--- config.mk ---
export PLATFORM = sky130hd
export DESIGN_NAME = mux8_rr_arbiter
export DESIGN_NICKNAME = d
export VERILOG_FILES = /design/src/rtl/mux8_arb_pkg.sv /design/src/rtl/MUX8T1_32.sv /design/src/rtl/mux8_rr_arbiter_prio_enc8.sv /design/src/rtl/mux8_rr_arbiter.sv
export SDC_FILE = /design/constraint.sdc
export NUM_CORES = 1
export LEC_CHECK = 0
export BUFFER_PORTS_ARGS = -buffer_cell sky130_fd_sc_hd__buf_2
export CAP_MARGIN = 25
export CORE_AREA = 2 2 122 124
export CTS_BUF_LIST = sky130_fd_sc_hd__clkbuf_8
export DETAILED_ROUTE_END_ITERATION = 10
export DIE_AREA = 0 0 124 126
export GPL_TIMING_DRIVEN = 0
export MAX_ROUTING_LAYER = met4
export PLACE_DENSITY = 0.51
export SLEW_MARGIN = 40
export SYNTH_ARGS = -nofsm -noshare
export SYNTH_HDL_FRONTEND = slang
export SYNTH_SLANG_ARGS = --single-unit
--- constraint.sdc ---
create_clock -name clk -period 3.6 [get_ports clk]
set_input_delay 0.18 -clock clk [delete_from_list [all_inputs] [get_ports clk]]
set_output_delay 0.18 -clock clk [all_outputs]
set_load 0.02 [all_outputs]
--- src/rtl/mux8_arb_pkg.sv ---
// Shared constants, state encoding and rotating-priority pick function
// for the 8-way round-robin mux arbiter.
package mux8_arb_pkg;

    localparam int N_REQ = 8;
    localparam int SELW  = 3;
    localparam int DW    = 32;

    localparam logic [0:0] ST_IDLE  = 1'b0;
    localparam logic [0:0] ST_GRANT = 1'b1;

    // Returns {found, index}; searches ptr, ptr+1, ... ptr+7 (mod 8).
    // Walking backwards lets the lowest rotated offset win the last write.
    function automatic logic [SELW:0] rr_pick(input logic [N_REQ-1:0] req,
                                              input logic [SELW-1:0]  ptr);
        logic [SELW:0]   res;
        logic [SELW-1:0] cand;
        res = '0;
        for (int i = N_REQ - 1; i >= 0; i--) begin
            cand = ptr + SELW'(i);
            if (req[cand]) res = {1'b1, cand};
        end
        return res;
    endfunction

endpackage

--- src/rtl/MUX8T1_32.sv ---
// 32-bit 8:1 multiplexer, shared datapath for the arbiter.
module MUX8T1_32 (
    input  logic [31:0] I0,
    input  logic [31:0] I1,
    input  logic [31:0] I2,
    input  logic [31:0] I3,
    input  logic [31:0] I4,
    input  logic [31:0] I5,
    input  logic [31:0] I6,
    input  logic [31:0] I7,
    input  logic [2:0]  s,
    output logic [31:0] o
);

    always_comb begin
        case (s)
            3'd0:    o = I0;
            3'd1:    o = I1;
            3'd2:    o = I2;
            3'd3:    o = I3;
            3'd4:    o = I4;
            3'd5:    o = I5;
            3'd6:    o = I6;
            default: o = I7;
        endcase
    end

endmodule

--- src/rtl/mux8_rr_arbiter_prio_enc8.sv ---
// Combinational rotating priority encoder: first set request at or after ptr.
module rr_prio_enc8
    import mux8_arb_pkg::*;
(
    input  logic [N_REQ-1:0] req,
    input  logic [SELW-1:0]  ptr,
    output logic             found,
    output logic [SELW-1:0]  idx
);

    logic [SELW:0] pick;

    always_comb begin
        pick  = rr_pick(req, ptr);
        found = pick[SELW];
        idx   = pick[SELW-1:0];
    end

endmodule

--- src/rtl/mux8_rr_arbiter.sv ---
// Round-robin arbiter sharing one 8:1 mux among 8 requesters (valid/ready out).
// Define ARB_LOCK_EN to add the lock[] port for same-index bursts.
//
// state    | meaning
// ST_IDLE  | no grant outstanding; arbitrate, ack of previous accept visible
// ST_GRANT | sel holds winner, o_valid=1, waiting for o_ready or abort
module mux8_rr_arbiter
    import mux8_arb_pkg::*;
(
    input  logic             clk,
    input  logic             rst_n,
    input  logic [N_REQ-1:0] req,
    input  logic [DW-1:0]    I0,
    input  logic [DW-1:0]    I1,
    input  logic [DW-1:0]    I2,
    input  logic [DW-1:0]    I3,
    input  logic [DW-1:0]    I4,
    input  logic [DW-1:0]    I5,
    input  logic [DW-1:0]    I6,
    input  logic [DW-1:0]    I7,
`ifdef ARB_LOCK_EN
    input  logic [N_REQ-1:0] lock,
`endif
    input  logic             o_ready,
    output logic             o_valid,
    output logic [DW-1:0]    o_data,
    output logic [SELW-1:0]  sel,
    output logic [N_REQ-1:0] ack,
    output logic             busy
);

    logic [0:0]       state_q, state_d;
    logic [SELW-1:0]  ptr_q, ptr_d;
    logic [SELW-1:0]  sel_q, sel_d;
    logic [N_REQ-1:0] ack_q, ack_d;
    logic             pick_found;
    logic [SELW-1:0]  pick_idx;
    logic             hold_lock;

    rr_prio_enc8 u_prio (
        .req   (req),
        .ptr   (ptr_q),
        .found (pick_found),
        .idx   (pick_idx)
    );

`ifdef ARB_LOCK_EN
    assign hold_lock = lock[sel_q];
`else
    assign hold_lock = 1'b0;
`endif

    always_comb begin
        state_d = state_q;
        ptr_d   = ptr_q;
        sel_d   = sel_q;
        ack_d   = '0;
        case (state_q)
            ST_IDLE: begin
                if (pick_found) begin
                    sel_d   = pick_idx;
                    state_d = ST_GRANT;
                end
            end
            default: begin
                // Abort wins over o_ready: a withdrawn word is never acked.
                if (!req[sel_q]) begin
                    state_d = ST_IDLE;
                end else if (o_ready) begin
                    ack_d[sel_q] = 1'b1;
                    if (!hold_lock) begin
                        state_d = ST_IDLE;
                        ptr_d   = sel_q + SELW'(1);
                    end
                end
            end
        endcase
    end

    always_ff @(posedge clk or negedge rst_n) begin
        if (!rst_n) begin
            state_q <= ST_IDLE;
            ptr_q   <= '0;
            sel_q   <= '0;
            ack_q   <= '0;
        end else begin
            state_q <= state_d;
            ptr_q   <= ptr_d;
            sel_q   <= sel_d;
            ack_q   <= ack_d;
        end
    end

    MUX8T1_32 u_mux (
        .I0 (I0),
        .I1 (I1),
        .I2 (I2),
        .I3 (I3),
        .I4 (I4),
        .I5 (I5),
        .I6 (I6),
        .I7 (I7),
        .s  (sel_q),
        .o  (o_data)
    );

    assign o_valid = (state_q == ST_GRANT);
    assign busy    = (state_q == ST_GRANT);
    assign sel     = sel_q;
    assign ack     = ack_q;

endmodule

==> impl_metrics.env, run 1 <==
export IMPL_dr_pass1_iters=9
export IMPL_r2r_end="sel[0]$_DFFE_PN0P_"
export IMPL_vias=4851
export IMPL_critPathKind="reg -> out"
export IMPL_initial_core_util=0.206
export IMPL_place_congestion=0.935
export IMPL_cts_tree="built"
export IMPL_grt_max_degree=16
export IMPL_path_common_cell="clkbuf_4"
export IMPL_yosysSeqAreaShare=0.127
export IMPL_power_mw=5.19
export IMPL_antenna_left=0
export IMPL_p_clk_frac=0.026
export IMPL_synth_cell_types=43
export IMPL_crit_slowest_cell="or4_4"
export IMPL_startpoint_type="register"
export IMPL_final_common_cell="buf_2"
export IMPL_maxCapViolations=0
export IMPL_core_area_sq_mm=0.0143
export IMPL_drive_gt1_frac=0.516
export IMPL_synth_cells=363
export IMPL_synth_adder_area_share=0.0297
export IMPL_fin_crit_sh=0.944
export IMPL_hold_path_class="in -> reg"
export IMPL_cpPeakStageDelay_ns=0.67
export IMPL_layout_min_cycle_time_ns=3.40
export IMPL_synth_compound_area_frac=0.499
export IMPL_grt_pass1_wl_um=28200
export IMPL_fp_row_count=44
export IMPL_dpl_worst_slack_ns=-0.579
export IMPL_hpwlAfterDp_um=16900
export IMPL_arrival_ns=3.22
export IMPL_synthToLayoutAreaGrowth_pct=63.0
export IMPL_h_tree_depth=1
export IMPL_clock_latency_ns=0.24
export IMPL_setup_slack_ns=0.202
export IMPL_rrSetupSlack_ns=0.40
export IMPL_final_cell_mix="buf_2, a22oi_1, a222oi_1"
export IMPL_skew_ns=0.00434
export IMPL_syn_num_nets=637
export IMPL_worstHoldEndpoint="busy$_DFF_PN0_"
export IMPL_seqPwrFrac=0.055
export IMPL_status="finished clean"
export IMPL_end_kind="output port"
export IMPL_synth_warnings=0
export IMPL_numClockSinks=15
export IMPL_maxSlewHeadroom=0.463
export IMPL_drt_iter0_markers=523
export IMPL_leakagePower_nw=2.28
export IMPL_comb_power_share=0.919
export IMPL_pin_count=312
export IMPL_hold_viol_final=0
export IMPL_worst_path_dominant_cell_family="buffers and inverters"
export IMPL_drc=0
export IMPL_clk_pin_slew_ns=0.06
export IMPL_dieArea_sq_mm=0.0156
export IMPL_worstPathRequired_ns=3.42
export IMPL_power_density_mw_per_mm2=1080
export IMPL_wl_per_cell_um=23.0
export IMPL_rr_worst_depth=11
export IMPL_clockRootBuffer="clkbuf_8"
export IMPL_max_vdd_ir_drop_mv=0.264
export IMPL_routed_wl_um=19800
export IMPL_clock_tree_buffer_depth=2
export IMPL_timing_rr_start="ptr_q[1]$_DFFE_PN0P_"
export IMPL_viasPerCell=5.63
export IMPL_numCtsBuffers=3
export IMPL_clock_fmax_mhz=294
export IMPL_ys_ff_latch=15
export IMPL_place_area_sq_mm=0.00474
export IMPL_gr_total_overflow=0
export IMPL_syn_area_per_cell_sq_um=8.13
export IMPL_fin_area_sq_mm=0.00481
export IMPL_swShare=0.606
export IMPL_rsz0062_at_grt="false"
export IMPL_synth_simple_area_share=0.0848
export IMPL_n_antenna_cell=0
export IMPL_synth_xor_area_share=0.00594
export IMPL_worst_slew_pin_slew_ns=0.806
export IMPL_fp_dieH_um=126
export IMPL_antenna_found_initial=0
export IMPL_track_usage=0.246
export IMPL_intPower_mw=2.04
export IMPL_final_nets=952
export IMPL_port_buffers=311
export IMPL_post_route_util=0.336
export IMPL_crit_fanout=14
export IMPL_power_switching_mw=3.14
export IMPL_min_path_cells=2
export IMPL_worstHoldStart="o_ready"
export IMPL_first_global_vias=4860
export IMPL_synth_top_family_by_area="compound AO/OA/AOI/OAI gates"
export IMPL_die_x_um=124
export IMPL_syn_cell_area_sq_mm=0.00295
export IMPL_maxSlewViolCount=0
export IMPL_path_cells="clkbuf_4, clkinv_2, ha_1, clkbuf_1, or4_4, clkbuf_4, o2111ai_1, o21a_1, buf_2"
export IMPL_synthMuxAreaShare=0.176
export IMPL_finalSetupViolCount=0
export IMPL_critPathBufInv=5
-- layer usage --
metal  vias up  routed length (um)  track usage
met5         -                   0            -
met4         0                 180       0.0350
met3        15                1860       0.0240
met2       331                9340        0.400
met1      2324                8410        0.338
li1       2181                   -            -
-- through the flow --
step	instances	setup TNS (ns)	hold slack, ns
finish	861	0	0.181
global route	861	0	0.195
CTS	862	0	0.179
detailed placement	858	-14.66	0.105
global placement	858	-14.63	0.0972
floorplan	363	0	-0.116
-- how the worst max path moves through the flow --
stage                  startpoint          to  slack, ns  cells past startpoint
4_1_cts        sel[2]$_DFFE_PN0P_  o_data[12]       0.07                     10
5_1_grt        sel[1]$_DFFE_PN0P_  o_data[12]      0.003                     10
6_report       sel[2]$_DFFE_PN0P_   o_data[0]       0.20                      9
2_1_floorplan  sel[2]$_DFFE_PN0P_  o_data[11]       0.54                      9
3_5_place_dp   sel[2]$_DFFE_PN0P_  o_data[12]      -0.58                     11
3_3_place_gp   sel[2]$_DFFE_PN0P_  o_data[12]      -0.58                     11
-- power by group through the flow --
stage | clock (mW) | combinational (mW) | sequential [mW]
after detailed placement | 0 | 4.68 | 0.287
after global placement | 0 | 4.64 | 0.286
after global routing | 0.143 | 5.14 | 0.297
after floorplan | 0 | 3.02 | 0.298
after CTS | 0.139 | 4.73 | 0.287
final | 0.133 | 4.77 | 0.286
-- sequential cells by signal, indices dropped and copies added (netlist names) --
signal,count
ack,8
busy,1
ptr_q,3
sel,3
-- area by class of cell --
type                            instances  area [sq um]
Buffer                                 44           204
Clock buffer                            3          41.3
Clock inverter                          1          5.00
Fill cell                            1591          9510
Inverter                                9          35.0
Multi-Input combinational cell        293          2350
Sequential cell                        15           377
Tap cell                              184           230
Timing Repair Buffer                  312          1570
-- synth_stat cells --
cell type | number | area share
a22oi_1 | 48 | 0.12
clkbuf_1 | 40 | 0.051
a222oi_1 | 38 | 0.13
nor2_1 | 28 | 0.036
a21oi_1 | 25 | 0.042
o2111ai_1 | 25 | 0.074
o21a_1 | 24 | 0.061
mux2i_1 | 18 | 0.061
dfrtp_1 | 15 | 0.13
nand2_1 | 13 | 0.017
mux4_2 | 10 | 0.076
inv_1 | 8 | 0.010
mux2_2 | 8 | 0.031
ha_1 | 7 | 0.030
o21ai_0 | 7 | 0.012
a221oi_1 | 4 | 0.012
buf_2 | 3 | 0.0051
nand4_1 | 3 | 0.0064
nor2b_1 | 3 | 0.0064
nor3_1 | 3 | 0.0051
o221ai_1 | 3 | 0.0089
a211oi_1 | 2 | 0.0051
a31oi_1 | 2 | 0.0042
buf_6 | 2 | 0.0076
mux2_1 | 2 | 0.0076
nor4_1 | 2 | 0.0042
o211ai_1 | 2 | 0.0051
o22ai_1 | 2 | 0.0042
xnor2_1 | 2 | 0.0059
a211o_1 | 1 | 0.0030
a21boi_0 | 1 | 0.0025
a22o_1 | 1 | 0.0030
a2bb2o_1 | 1 | 0.0034
a2bb2oi_1 | 1 | 0.0030
and2_0 | 1 | 0.0021
and2_1 | 1 | 0.0021
buf_4 | 1 | 0.0025
clkinv_1 | 1 | 0.0013
nand3_1 | 1 | 0.0017
o21ai_1 | 1 | 0.0017
o21bai_1 | 1 | 0.0025
or2_0 | 1 | 0.0021
or4_1 | 1 | 0.0025
-- timing repair --
| action | in CTS | in global routing |
|---|---|---|
| resized for setup | 12 | 4 |
| hold buffers | 1 | 0 |
| buffers inserted | 0 | 0 |
| hold endpoints to repair | 15 | 0 |
| endpoints found under the setup margin | 32 | 28 |
-- logic make-up after synthesis --
group,Yosys count
flip-flops,15
AO/OA/AOI/OAI,189
multiplexers,38
buffers and inverters,55
AND/OR/NAND/NOR,57
XOR/XNOR,2
adder cells (fa/ha/maj),7
Power figures use the tool's default switching activity.
==> inputs of run 2 (changes only) <==
CELL_PAD_IN_SITES_DETAIL_PLACEMENT = 1   (was default)
CELL_PAD_IN_SITES_GLOBAL_PLACEMENT = 1   (was default)
CORE_AREA = 2 2 120 122   (was 2 2 122 124)
DIE_AREA = 0 0 122 124   (was 0 0 124 126)
PLACE_DENSITY = 0.77   (was 0.51)
TNS_END_PERCENT = 5   (was default)
==> run 2 against run 1 <==
Compared with the run above:
- combinational power barely moved
- largest power group unchanged
- via count fell by 0.31%
- fmax fell by 1.3%
- critical path depth did not move
- largest cell class unchanged
==> impl_metrics.env, run 2 (synthesis results as in run 1) <==
export IMPL_synthToLayoutAreaGrowth_pct=62.9
export IMPL_finalSetupViolCount=0
export IMPL_r2r_end="sel[1]$_DFFE_PN0P_"
export IMPL_rr_worst_depth=11
export IMPL_worstPathRequired_ns=3.42
export IMPL_max_vdd_ir_drop_mv=0.353
export IMPL_pin_count=312
export IMPL_grt_max_degree=16
export IMPL_worstHoldStart="o_ready"
export IMPL_dieArea_sq_mm=0.0151
export IMPL_routed_wl_um=19800
export IMPL_fin_crit_sh=0.957
export IMPL_timing_rr_start="ptr_q[1]$_DFFE_PN0P_"
export IMPL_power_switching_mw=3.15
export IMPL_arrival_ns=3.26
export IMPL_cpPeakStageDelay_ns=0.67
export IMPL_drc=0
export IMPL_clk_pin_slew_ns=0.06
export IMPL_clock_fmax_mhz=290
export IMPL_power_mw=5.19
export IMPL_p_clk_frac=0.028
export IMPL_gr_total_overflow=0
export IMPL_port_buffers=311
export IMPL_post_cts_buffers=0
export IMPL_min_path_cells=2
export IMPL_comb_power_share=0.918
export IMPL_skew_ns=0.00274
export IMPL_drt_iter0_markers=435
export IMPL_maxSlewViolCount=0
export IMPL_crit_fanout=10
export IMPL_antenna_left=0
export IMPL_largest_reg_flops=8
export IMPL_status="finished clean"
export IMPL_final_cell_mix="buf_2, a22oi_1, a222oi_1"
export IMPL_fp_row_count=43
export IMPL_critPathKind="reg -> out"
export IMPL_swShare=0.607
export IMPL_intPower_mw=2.04
export IMPL_instances_no_fill=858
export IMPL_leakagePower_nw=2.29
export IMPL_setup_slack_ns=0.156
export IMPL_post_route_util=0.350
export IMPL_first_global_vias=4966
export IMPL_tns_ns=0
export IMPL_antenna_found_initial=0
export IMPL_numClockSinks=15
export IMPL_maxSlewHeadroom=0.453
export IMPL_final_common_cell="buf_2"
export IMPL_layout_min_cycle_time_ns=3.44
export IMPL_drive_gt1_frac=0.518
export IMPL_worstHoldEndpoint="busy$_DFF_PN0_"
export IMPL_post_place_cells=854
export IMPL_rrSetupSlack_ns=0.33
export IMPL_use_met3=0.0371
export IMPL_worst_slew_pin_slew_ns=0.820
export IMPL_seqPwrFrac=0.054
export IMPL_path_common_cell="clkbuf_1"
export IMPL_crit_slowest_cell="clkbuf_1"
export IMPL_core_area_sq_mm=0.0137
export IMPL_place_area_sq_mm=0.00473
export IMPL_hpwlAfterDp_um=16600
export IMPL_die_x_um=122
export IMPL_grt_pass1_wl_um=27600
export IMPL_viasPerCell=5.64
export IMPL_wl_per_cell_um=23.1
export IMPL_whs_ns=0.175
export IMPL_vias=4836
export IMPL_power_density_mw_per_mm2=1080
export IMPL_place_congestion=0.881
export IMPL_clock_tree_buffer_depth=2
export IMPL_path_cells="inv_1, ha_1, nor2b_1, clkbuf_1, clkbuf_1, a22oi_1, o2111ai_1, o21a_1, buf_2"
export IMPL_numCtsBuffers=3
export IMPL_end_kind="output port"
export IMPL_fp_dieH_um=124
export IMPL_dpl_worst_slack_ns=-0.592
export IMPL_gr_max_usage_layer="met2"
export IMPL_hold_viol_final=0
export IMPL_met1_usage=0.302
export IMPL_startpoint_type="register"
export IMPL_maxCapViolations=0
export IMPL_fin_area_sq_mm=0.00481
export IMPL_h_tree_depth=1
export IMPL_clockRootBuffer="clkbuf_8"
export IMPL_gr_usage_met2=0.422
export IMPL_track_usage=0.248
export IMPL_rsz0062_at_grt="false"
export IMPL_dr_pass1_iters=6
export IMPL_cts_tree="built"
export IMPL_final_nets=952
export IMPL_initial_core_util=0.215
export IMPL_clock_latency_ns=0.26
export IMPL_hold_path_class="in -> reg"
## run 2: critical path: cells and delay by family, from the launching register on
| family | cells | cell delay (ns) |
|---|---|---|
| adder cells (fa/ha/maj) | 1 | 0.25 |
| AND/OR/NAND/NOR | 1 | 0.15 |
| buffers and inverters | 4 | 1.41 |
| AO/OA/AOI/OAI | 3 | 0.71 |
| flip-flops | 1 | 0.47 |
## run 2: cell type report
class / instances / area, sq um
inverter: 9 / 38.8
tap: 180 / 225
buffer: 44 / 201
antenna: 1 / 2.50
timing repair buffer: 312 / 1570
fill: 1760 / 8910
clock buffer: 3 / 41.3
multi-input combinational: 293 / 2350
sequential: 15 / 377
clock inverter: 1 / 5.00
## run 2: layer usage
layer	share of wire	wire length, um
met2	0.49	9760
met1	0.40	8000
met5	0	0
met4	0.027	535
met3	0.076	1510
## run 2: worst max path at each step
| stage | start | endpoint | slack (ns) | cells after the start |
|---|---|---|---|---|
| final | sel[0]$_DFFE_PN0P_ | o_data[20] | 0.16 | 9 |
| after global routing | sel[1]$_DFFE_PN0P_ | o_data[20] | 0.0006 | 9 |
| after detailed placement | sel[2]$_DFFE_PN0P_ | o_data[20] | -0.59 | 11 |
| after global placement | sel[2]$_DFFE_PN0P_ | o_data[20] | -0.52 | 11 |
| after floorplan | sel[2]$_DFFE_PN0P_ | o_data[11] | 0.54 | 9 |
| after CTS | sel[2]$_DFFE_PN0P_ | o_data[29] | 0.02 | 10 |
## run 2: power groups by stage
stage	combinational, mW	sequential [mW]	clock [mW]
4_1_cts	4.71	0.282	0.143
6_report	4.76	0.281	0.143
3_5_place_dp	4.67	0.283	0
2_1_floorplan	3.02	0.298	0
3_3_place_gp	4.57	0.280	0
5_1_grt	5.11	0.291	0.152
## run 2: repair_timing
item | 4_1_cts | 5_1_grt
resized for setup | 9 | 11
hold buffers | 1 | 0
hold endpoints to repair | 15 | 0
endpoints found under the setup margin | 32 | 32
